`src/rtl/mips_pkg.sv`:
```
// mips_pkg: shared constants and types for the fetch stage.
//   XLEN     - datapath width (32)
//   CNT_W    - stall/flush counter width (16)
//   NOP      - instruction injected as a bubble (32'h0000_0000)
//   RESET_PC - fetch address after reset (32'h0000_0000)
//   ifid_t   - IF/ID pipeline register payload
package mips_pkg;

    localparam int unsigned XLEN  = 32;
    localparam int unsigned CNT_W = 16;

    localparam logic [XLEN-1:0] NOP      = 32'h0000_0000;
    localparam logic [XLEN-1:0] RESET_PC = 32'h0000_0000;

    typedef struct packed {
        logic [XLEN-1:0] ir;
        logic [XLEN-1:0] pc4;
        logic            valid;
    } ifid_t;

    // Sequential fetch address; wraps modulo 2^32 with no carry out.
    function automatic logic [XLEN-1:0] pc_plus4(input logic [XLEN-1:0] pc);
        return pc + XLEN'(4);
    endfunction

endpackage

```
`src/rtl/sat_counter.sv`:
```
// sat_counter: up-counter that sticks at all-ones.
// Ports:
//   clk   - clock
//   clear - synchronous clear, wins over inc
//   inc   - increment request for this edge
//   count - current count (registered)
module sat_counter
    import mips_pkg::*;
#(
    parameter int unsigned W = CNT_W
) (
    input  logic         clk,
    input  logic         clear,
    input  logic         inc,
    output logic [W-1:0] count
);

    // Count up, holding once every bit is set.
    always_ff @(posedge clk) begin
        if (clear) begin
            count <= '0;
        end else if (inc && (count != {W{1'b1}})) begin
            count <= count + W'(1);
        end
    end

endmodule

```
`src/rtl/if_stage.sv`:
```
// if_stage: instruction fetch stage with PC register, IF/ID register and a
// sticky halt flag. Optional stall/flush counters are built only when the
// STALL_COUNT_EN macro is defined; otherwise Lock_Cnt/Flush_Cnt are tied to 0.
// Ports:
//   clk, rst            - clock, synchronous active-high reset
//   LOCK_IF, LOCK_ID    - independent load-use holds for PC and IF/ID
//   Redirect/_PC        - taken branch/jump from EX and its target
//   Halt_ID             - halt decoded in ID
//   Instr_IF            - instruction memory read data for PC_IF
//   PC_IF               - fetch address (instruction memory address)
//   IR_ID/PC4_ID/Valid_ID - IF/ID register contents
//   Halted              - fetch frozen until reset
//   Lock_Cnt/Flush_Cnt  - LOCK_IF cycle and flush counters
module if_stage
    import mips_pkg::*;
(
    input  logic             clk,
    input  logic             rst,
    input  logic             LOCK_IF,
    input  logic             LOCK_ID,
    input  logic             Redirect,
    input  logic [XLEN-1:0]  Redirect_PC,
    input  logic             Halt_ID,
    input  logic [XLEN-1:0]  Instr_IF,
    output logic [XLEN-1:0]  PC_IF,
    output logic [XLEN-1:0]  IR_ID,
    output logic [XLEN-1:0]  PC4_ID,
    output logic             Valid_ID,
    output logic             Halted,
    output logic [CNT_W-1:0] Lock_Cnt,
    output logic [CNT_W-1:0] Flush_Cnt
);

    logic [XLEN-1:0] pc_q;
    ifid_t           ifid_q;
    logic            halted_q;
    logic            halt_take;

    localparam ifid_t IFID_BUBBLE = '{ir: NOP, pc4: '0, valid: 1'b0};

    // A halt only counts when it belongs to a real instruction that is not
    // being squashed by a redirect in the same cycle.
    assign halt_take = Halt_ID && ifid_q.valid && !Redirect;

    // PC, IF/ID and halt flag; once halted everything freezes until reset.
    always_ff @(posedge clk) begin
        if (rst) begin
            pc_q     <= RESET_PC;
            ifid_q   <= IFID_BUBBLE;
            halted_q <= 1'b0;
        end else if (!halted_q) begin
            if (Redirect) begin
                pc_q <= Redirect_PC;
            end else if (!LOCK_IF) begin
                pc_q <= pc_plus4(pc_q);
            end

            // Redirect outranks LOCK_ID so the bubble is never held.
            if (Redirect) begin
                ifid_q <= IFID_BUBBLE;
            end else if (!LOCK_ID) begin
                ifid_q <= '{ir: Instr_IF, pc4: pc_plus4(pc_q), valid: 1'b1};
            end

            if (halt_take) begin
                halted_q <= 1'b1;
            end
        end
    end

    assign PC_IF    = pc_q;
    assign IR_ID    = ifid_q.ir;
    assign PC4_ID   = ifid_q.pc4;
    assign Valid_ID = ifid_q.valid;
    assign Halted   = halted_q;

`ifdef STALL_COUNT_EN
    logic lock_inc;
    logic flush_inc;

    // Events are counted only while fetch is live; redirect masks a lock.
    assign lock_inc  = LOCK_IF && !Redirect && !halted_q;
    assign flush_inc = Redirect && !halted_q;

    sat_counter #(.W(CNT_W)) u_lock_cnt (
        .clk   (clk),
        .clear (rst),
        .inc   (lock_inc),
        .count (Lock_Cnt)
    );

    sat_counter #(.W(CNT_W)) u_flush_cnt (
        .clk   (clk),
        .clear (rst),
        .inc   (flush_inc),
        .count (Flush_Cnt)
    );
`else
    assign Lock_Cnt  = '0;
    assign Flush_Cnt = '0;
`endif

endmodule
```
`config.mk`:
```
export PLATFORM = sky130hd
export DESIGN_NAME = if_stage
export DESIGN_NICKNAME = d
export VERILOG_FILES = /design/src/rtl/mips_pkg.sv /design/src/rtl/sat_counter.sv /design/src/rtl/if_stage.sv
export SDC_FILE = /design/constraint.sdc
export NUM_CORES = 1
export LEC_CHECK = 0
export ABC_AREA = 1
export ABC_CLOCK_PERIOD_IN_PS = 3100
export CAP_MARGIN = 10
export CORE_UTILIZATION = 47
export CTS_BUF_LIST = sky130_fd_sc_hd__clkbuf_16
export CTS_CLUSTER_SIZE = 8
export DETAILED_ROUTE_END_ITERATION = 10
export PLACE_DENSITY = 0.87
export SKIP_CTS_REPAIR_TIMING = 1
export SLEW_MARGIN = 20
export SYNTH_ARGS = -nofsm -noshare
export SYNTH_HDL_FRONTEND = slang
export SYNTH_SLANG_ARGS = --single-unit
export TNS_END_PERCENT = 30
```
`constraint.sdc`:
```
create_clock -name clk -period 3.1 [get_ports clk]
set_input_delay 0.465 -clock clk [delete_from_list [all_inputs] [get_ports clk]]
set_output_delay 0.465 -clock clk [all_outputs]
set_load 0.05 [all_outputs]
```
# After elaboration in Yosys (flattened, before gate mapping)
# Cells that the tools add are included.
# totals
inputBits,70
elab_cells,20
output_inout_bits,130
ff_bits,98
# classes
n_addsub,1
n_eq_ne,2
reduce_logical,5
bitwise,1
muxes,6
# ops
operator,n
$mux 65,2
$mux 32,2
$add 32x3->32 const B,1
$ne 2x1->1 const B,2
$reduce_and 2->1,2
$logic_and 1x1->1,2
$mux 1,2
$logic_not 1->1,1
$not 1->1,1

# Depth between registers and ports, before layout
# Gate-level depths: netlist (run 1).
# logic_depth
ltp_word,4
depth_mapped,10
ltp_nobuf,10

# Worst setup path after synthesis (run 1)
# Ideal clock, no wire load.
# synth_path
kind,reg-to-reg
start,"register pc_q[3], in the netlist PC_IF[3]"
end,"register pc_q[18], in the netlist PC_IF[18]"
arrival_time_ns,1.802
n_path_buf,0
setup_time_ns,0.128
setup_slack_ns,1.171
period_less_slack_ns,1.929
path_stages_with_launch,11
required_time_ns,2.972
path_cell_list,dfxtp_1 -> ha_1 -> nand2_1 -> nor2_1 -> nand2_1 -> nor2_2 -> nand2_1 -> nand3_1 -> nor2_1 -> nor2_1 -> nor2_1
# synth_between
elab_chain_cells,3
# synth_rtl
item,line,rtl
start: declaration,if_stage.sv:34,logic [XLEN-1:0] pc_q;
start signal: assignment,if_stage.sv:53,pc_q <= Redirect_PC;
start signal: assignment,if_stage.sv:55,pc_q <= pc_plus4(pc_q);
$add 32x3->32,mips_pkg.sv:23,return pc + XLEN'(4);
$mux 32,if_stage.sv:54,end else if (!LOCK_IF) begin
$mux 32,if_stage.sv:52,if (Redirect) begin
# No other way between the ends. The select of a mux whose other input is x is not followed.
# A chain may end at the register's enable or synchronous reset.

# Worst setup path after layout (run 1)
# layout_path
start,input port Redirect
end,"register ifid_q, in the netlist PC4_ID[28]"
# layout_between
elab_chain_cells,2
elab_cells_between_ends,3
classes_between,eq/ne: 1; mux: 1; reduce/logical: 1
# layout_rtl
item,line,rtl
start: declaration,if_stage.sv:21,"input logic Redirect,"
$ne 2x1->1 (no line),--,
$reduce_and 2->1 (no line),--,
end signal: assignment,if_stage.sv:62,"ifid_q <= '{ir: Instr_IF, pc4: pc_plus4(pc_q), valid: 1'b1};"
end: declaration,if_stage.sv:35,ifid_t ifid_q;
# Several ways; a longest one is shown, not always the timed one.

==> impl_results.md, run 1 <==
* Reg2Reg Depth at 10
* Largest net degree at the start of global routing at 90
* CTS sink count at 98
* Avg WL per Cell at 13.9 um
* Share of layout cells above drive strength 1 at 0.0347
* Maximum vdd drop at 0.297 mV
* CP required at 3.36 ns
* Row count at 36
* Clock Tree Root: clkbuf_16
* Setup TNS Final at 0 ns
* Crit path capture type: register
* Synth unique cells at 27
* Finished Core Util at 0.679
* Buffers and inverters on the worst path at 3
* Vias in the first global route at 4402
* Final nets at 931
* Global-route wire length before repair at 21700 um
* WP data arrival at 2.48 ns
* DR vias/cell at 5.16
* Synthesized instance count at 718
* Final Cycle Share at 0.715
* CP max stage cell: clkdlybuf4s50_1
* Crit-path leading delay family: buffers and inverters
* Place WS at 0.554 ns
* Max-cap violations at 0
* IO Count at 200
* Worst hold stages at 2
* Bufs on Longest Clock Path at 2
* Die Ht at 104 um
* H-tree depth at 3
* Core Box Area at 0.00991 mm2
* Worst Hold End: IR_ID[23]$_SDFFE_PP0P_
* Hold/Removal Path Class: register to register
* Placed cell count at 982
* RSZ-0062 raised after global routing: no
* Crit start category: input pin
* Clk_lat worst skew at 0.34 ns
* Slew Limit Fails at 0
* # diodes at 0
* Setup CP Type: input pin to register
* TritonCTS buffer count at 9
* Final setup violation count at 0
* Antenna-violating nets left at 0
* 1st-iter DRT viols at 404
* Slowest cell delay on critical path at 0.78 ns
* Slew margin rel. at 0.459
* Synth warnings at 0
* Fmax achieved at 451 MHz
* Final worst slack at 0.884 ns
* Lkg Pwr at 0.00247 uW
* DR DRC count at 0
* Overall Global Routing Usage at 0.246
* Seq cells post-synth at 98
* Post-synth EDFFs at 0
* Post-synth ARST share at 0
* Via total after detailed routing at 5153
* Top FF cell, synth: dfxtp_1
* Flop-to-flop setup slack at 1.23 ns
* CTS tree: built
* Mean Syn Cell Area at 6.77 um2
* Final WL at 13900 um
* CTS clk-pin slew, worst paths at 0.07 ns
* Min Tclk post-route at 2.22 ns
* DP Wirelength at 9700 um
* Clock skew at 0.00870 ns
* TritonRoute pass-1 iters at 5
* Initial antenna violation count at 0
* Die Area at 0.0108 mm2
* Gr ovfl total at 0
* Gpl congestion at 0.901
* Actual slew at the worst max-slew pin at 0.810 ns
* Status: finished, final reports clean
* Final non-filler cell total at 998
* Number of hold violations in the final report at 0
* Starting Density at 0.491
* Syn Std Cell Area at 0.00486 mm2
* Sequential area share after synthesis at 0.403
* R2r endpoint: PC_IF[14]$_SDFFE_PP0N_
* Critical-path cell list: clkdlybuf4s50_1, inv_6, a21oi_4, buf_4, o21ai_0, a21oi_1
* Worst-path fanout max at 89
* Hold Path Origin: IR_ID[23]$_SDFFE_PP0P_
* Die Wd at 104 um
* Reg2reg start: PC_IF[2]$_SDFFE_PP0N_
* Syn-to-layout area delta at 38.3%
* PwrDens at 501 mW/mm2
* Port bufs at 167
-- metrics by stage --
step           total power, uW  hold slack (ns)  area [um2]
6_report                  3370            0.463        6730
5_1_grt                   3500            0.483        6730
4_1_cts                   3380            0.466        6730
3_5_place_dp              2260            0.455        6420
3_3_place_gp              2250            0.452        6420
2_1_floorplan             2010            0.600        4980
-- logic make-up (layout without fill, tap and decap cells) --
logic type      Yosys count  in the layout  share of synthesized area
compound gates          157            157                      0.170
xor+xnor                  2              2                    0.00360
fa+ha+maj                 1              1                    0.00257
other cells               1             32                   0.000771
simple gates            331            331                      0.287
flops                    98             98                      0.403
buf+inv                 128            244                      0.133
-- area by class of cell --
class | count | area [um2]
fillers | 888 | 3180
multi-input cells | 523 | 2370
flip-flops and latches | 98 | 1960
repair buffers | 173 | 1710
clock buffers | 9 | 225
inverters | 55 | 211
well taps | 133 | 166
clock inverters | 7 | 76.3
-- worst max path at each step --
stage                          startpoint                       to  slack (ns)  cells after the start
CTS                              Redirect  PC4_ID[28]$_SDFFE_PP0P_        0.90                      6
global route                     Redirect  PC4_ID[10]$_SDFFE_PP0P_        0.69                      6
finish                           Redirect  PC4_ID[28]$_SDFFE_PP0P_        0.88                      6
detailed placement               Redirect   IR_ID[28]$_SDFFE_PP0P_        0.55                      6
floorplan           PC_IF[3]$_SDFFE_PP0N_   PC_IF[18]$_SDFFE_PP0N_        1.17                     10
global placement                 Redirect   PC_IF[29]$_SDFFE_PP0N_        0.64                      8
-- state kept, by name, indices dropped and copies added (netlist names) --
name,count
Valid_ID,1
PC4_ID,32
IR_ID,32
Halted,1
PC_IF,32
-- cell usage in the layout (no fill, tap or decap), drive strengths merged --
master,netlist,layout
nand4,13,13
a211oi,1,1
xor2,2,2
clkinvlp,0,1
inv,55,58
buf,54,7
a21oi,88,88
o21ai,60,60
a31oi,5,5
clkdlybuf4s50,0,166
dfxtp,98,98
clkbuf,19,9
clkinv,0,2
nand2,166,166
conb,1,32
nor2,76,76
nand3,74,74
a311oi,1,1
ha,1,1
o21bai,2,2
and2,2,2
bufinv,0,1
-- metal layers --
metal  global-route usage  vias to the layer above  routed length (um)
met5                    0                        -                   0
met4               0.0806                        0                 264
met3               0.0321                       22                 838
met2                0.389                      207                6360
met1                0.348                     2349                6400
li1                     -                     2575                   -
-- report_power, final --
| part | internal [uW] | leakage [uW] | switching [uW] |
|---|---|---|---|
| Combinational | 273 | 0.00152 | 572 |
| Sequential | 1330 | 0.000804 | 62.6 |
| Clock | 632 | 0.000148 | 499 |
-- synth_stat cells (3+ instances only) --
master,n,area (um2)
a31oi_1,5,31.3
o21ai_0,51,255
nor2_2,3,18.8
nand2_1,166,623
o21ai_1,9,45.0
buf_4,33,248
clkbuf_1,19,71.3
dfxtp_1,98,1960
a21oi_1,86,430
buf_2,17,85.1
nor2_1,72,270
nand4_1,13,81.3
nand3_1,74,370
inv_1,53,199
-- worst register-to-register path: cells and delay by family (launching register included) --
kind                     cells  cell delay (ns)
flip-flops                   1             0.40
AO/OA/AOI/OAI                1             0.06
AND/OR/NAND/NOR              8             1.05
adder cells (fa/ha/maj)      1             0.22
Power figures use the tool's default switching activity.
==> run 2: changes to the inputs <==
--- a/config.mk
+++ b/config.mk
@@ -6,13 +6,13 @@
 export NUM_CORES = 1
 export LEC_CHECK = 0
 export ABC_AREA = 1
-export ABC_CLOCK_PERIOD_IN_PS = 3100
+export ABC_CLOCK_PERIOD_IN_PS = 2100
 export CAP_MARGIN = 10
-export CORE_UTILIZATION = 47
+export CORE_UTILIZATION = 43
 export CTS_BUF_LIST = sky130_fd_sc_hd__clkbuf_16
 export CTS_CLUSTER_SIZE = 8
 export DETAILED_ROUTE_END_ITERATION = 10
-export PLACE_DENSITY = 0.87
+export PLACE_DENSITY = 0.8
 export SKIP_CTS_REPAIR_TIMING = 1
 export SLEW_MARGIN = 20
 export SYNTH_ARGS = -nofsm -noshare
==> constraint.sdc (replaced) <==
create_clock -name clk -period 2.1 [get_ports clk]
set_input_delay 0.315 -clock clk [delete_from_list [all_inputs] [get_ports clk]]
set_output_delay 0.315 -clock clk [all_outputs]
set_load 0.05 [all_outputs]
==> run 2 against run 1 <==
Against the previous run: critical path depth down 5; largest power group unchanged; hold slack improved by 0.00058 ns; largest cell class unchanged; register-to-register slack got worse by 0.99 ns; non-clock buffer count rose by 7.
==> impl_results.md, run 2 (synthesized netlist as in run 1, its figures left out) <==
* CP Depth at 1 (was 6)
* CP required at 1.78 ns (was 3.36 ns)
* IO Count at 200 (unchanged)
* Status: finished, final reports clean (unchanged)
* 1st-iter DRT viols at 380 (was 404)
* Flop pwr share at 0.419 (was 0.414)
* Final worst slack at 0.0954 ns (was 0.884 ns)
* Placed cell areas at 0.00652 mm2 (was 0.00642 mm2)
* Avg WL per Cell at 14.0 um (was 13.9 um)
* Starting Density at 0.445 (was 0.491)
* Clock Tree Root: clkbuf_16 (unchanged)
* DP Wirelength at 10100 um (was 9700 um)
* Min Tclk post-route at 2.00 ns
* Slowest cell delay on critical path at 0.87 ns (was 0.78 ns)
* Fmax achieved at 499 MHz
* DR DRC count at 0 (unchanged)
* Clock skew at 0.00985 ns (was 0.00870 ns)
* Reg2Reg Depth at 10 (unchanged)
* TritonCTS buffer count at 9 (unchanged)
* Row count at 38 (was 36)
* Hold/Removal Path Class: register to register (unchanged)
* Crit start category: register (was input pin)
* Place WS at 0.0384 ns (was 0.554 ns)
* Syn-to-layout area delta at 40.0% (was 38.3%)
* CTS sink count at 98 (unchanged)
* TritonRoute pass-1 iters at 6 (was 5)
* Largest net degree at the start of global routing at 69 (was 90)
* # diodes at 0 (unchanged)
* Switching fraction of total power at 0.347 (was 0.336)
* Slew Limit Fails at 0 (unchanged)
* Clk pwr share at 0.323 (was 0.335)
* Antenna-violating nets left at 0 (unchanged)
* CTS clk-pin slew, worst paths at 0.07 ns (about the same)
* Max-cap violations at 0 (unchanged)
* Final setup violation count at 0 (unchanged)
* Final WL at 14200 um (was 13900 um)
* Setup CP Type: register to output pin (was input pin to register)
* Int Pwr at 3220 uW (was 2240 uW)
* Port bufs at 167 (unchanged)
* Critical-path cell list: clkdlybuf4s50_1 (was clkdlybuf4s50_1, inv_6, a21oi_4, buf_4, o21ai_0, a21oi_1)
* Die Area at 0.0117 mm2 (was 0.0108 mm2)
* Commonest cells after routing, fill and taps aside: 166 x nand2_1, 166 x clkdlybuf4s50_1, 98 x dfxtp_1 (unchanged)
* Worst hold stages at 2 (unchanged)
* Worst-path fanout max at 4 (was 89)
* Slew margin rel. at 0.518 (was 0.459)
* Finished Core Util at 0.623 (was 0.679)
* Core Box Area at 0.0109 mm2 (was 0.00991 mm2)
* Sw Pwr at 1710 uW (was 1130 uW)
* Final Cycle Share at 0.955
* Setup TNS Final at 0 ns (unchanged)
* Lkg Pwr at 0.00251 uW (was 0.00247 uW)
* Logic pwr share at 0.258 (was 0.251)
* Initial antenna violation count at 0 (unchanged)
* Number of hold violations in the final report at 0 (unchanged)
* Overall Global Routing Usage at 0.242 (was 0.246)
* WP data arrival at 1.69 ns (was 2.48 ns)
* Die Wd at 108 um (was 104 um)
* Actual slew at the worst max-slew pin at 0.723 ns (was 0.810 ns)
* Via total after detailed routing at 5093 (was 5153)
* Crit path capture type: output pin (was register)
* Gr ovfl total at 0 (unchanged)
* DR vias/cell at 5.03 (was 5.16)
* Maximum vdd drop at 0.418 mV (was 0.297 mV)
* RSZ-0062 raised after global routing: no (unchanged)
* Design area at 0.00681 mm2 (was 0.00673 mm2)
* CTS tree: built (unchanged)
* Crit-path leading delay family: buffers and inverters (unchanged)
* Vias in the first global route at 4500 (was 4402)
* Fin Hold WS at 0.463 ns (about the same)
* Die Ht at 108 um (was 104 um)
* CP max stage cell: clkdlybuf4s50_1 (unchanged)
* PwrDens at 723 mW/mm2 (was 501 mW/mm2)
* Final nets at 938 (was 931)
* Global-route wire length before repair at 22300 um (was 21700 um)
* Bufs on Longest Clock Path at 2 (unchanged)
* Gpl congestion at 0.887 (was 0.901)
* H-tree depth at 3 (unchanged)
* Share of layout cells above drive strength 1 at 0.0436 (was 0.0347)
* Clk_lat worst skew at 0.35 ns (was 0.34 ns)
* Buffers and inverters on the worst path at 1 (was 3)
-- run 2: cell count changes in the layout (fill, tap and decap cells not counted) --
cell       delta
buf_12        +3
buf_4         +4
bufinv_16     -1
clkinv_1      +1
inv_1         -1
inv_6         -1
inv_8         +2
nor2_1        -1
nor2_2        +1
-- run 2: metal layers --
layer | wire length, um | GRT usage | share of wire | up-vias
met3 | 1110 | 0.0500 | 0.078 | 18
met2 | 6250 | 0.378 | 0.44 | 219
li1 | - | - | - | 2596
met5 | 0 | 0 | 0 | -
met4 | 225 | 0.0656 | 0.016 | 0
met1 | 6600 | 0.339 | 0.47 | 2260
-- run 2: final timing paths --
check	startpoint	slack (ns)	endpoint
min reg2reg	IR_ID[27]$_SDFFE_PP0P_	0.46	IR_ID[27]$_SDFFE_PP0P_
min	IR_ID[27]$_SDFFE_PP0P_	0.46	IR_ID[27]$_SDFFE_PP0P_
max	Halted$_SDFF_PP0_	0.1	Halted
max reg2reg	PC_IF[2]$_SDFFE_PP0N_	0.24	PC_IF[18]$_SDFFE_PP0N_
-- run 2: area by class of cell --
| type | count | area, um2 |
|---|---|---|
| Inverter | 55 | 211 |
| Multi-Input combinational cell | 523 | 2370 |
| Clock buffer | 9 | 225 |
| Timing Repair Buffer | 180 | 1800 |
| Fill cell | 993 | 4130 |
| Clock inverter | 7 | 60.1 |
| Tap cell | 140 | 175 |
| Sequential cell | 98 | 1960 |
-- run 2: through the flow --
| step | std cells | total power (uW) |
|---|---|---|
| final | 1012 | 4930 |
| after global routing | 1012 | 5130 |
| after CTS | 1012 | 4950 |
| after detailed placement | 996 | 3370 |
| after global placement | 996 | 3360 |
| after floorplan | 749 | 2970 |
-- run 2: power groups by stage --
stage | combinational, uW | sequential, uW | clock, uW
detailed placement | 1270 | 2100 | 0
finish | 1270 | 2060 | 1590
CTS | 1270 | 2060 | 1610
global placement | 1260 | 2100 | 0
global route | 1350 | 2080 | 1700
floorplan | 507 | 2460 | 0
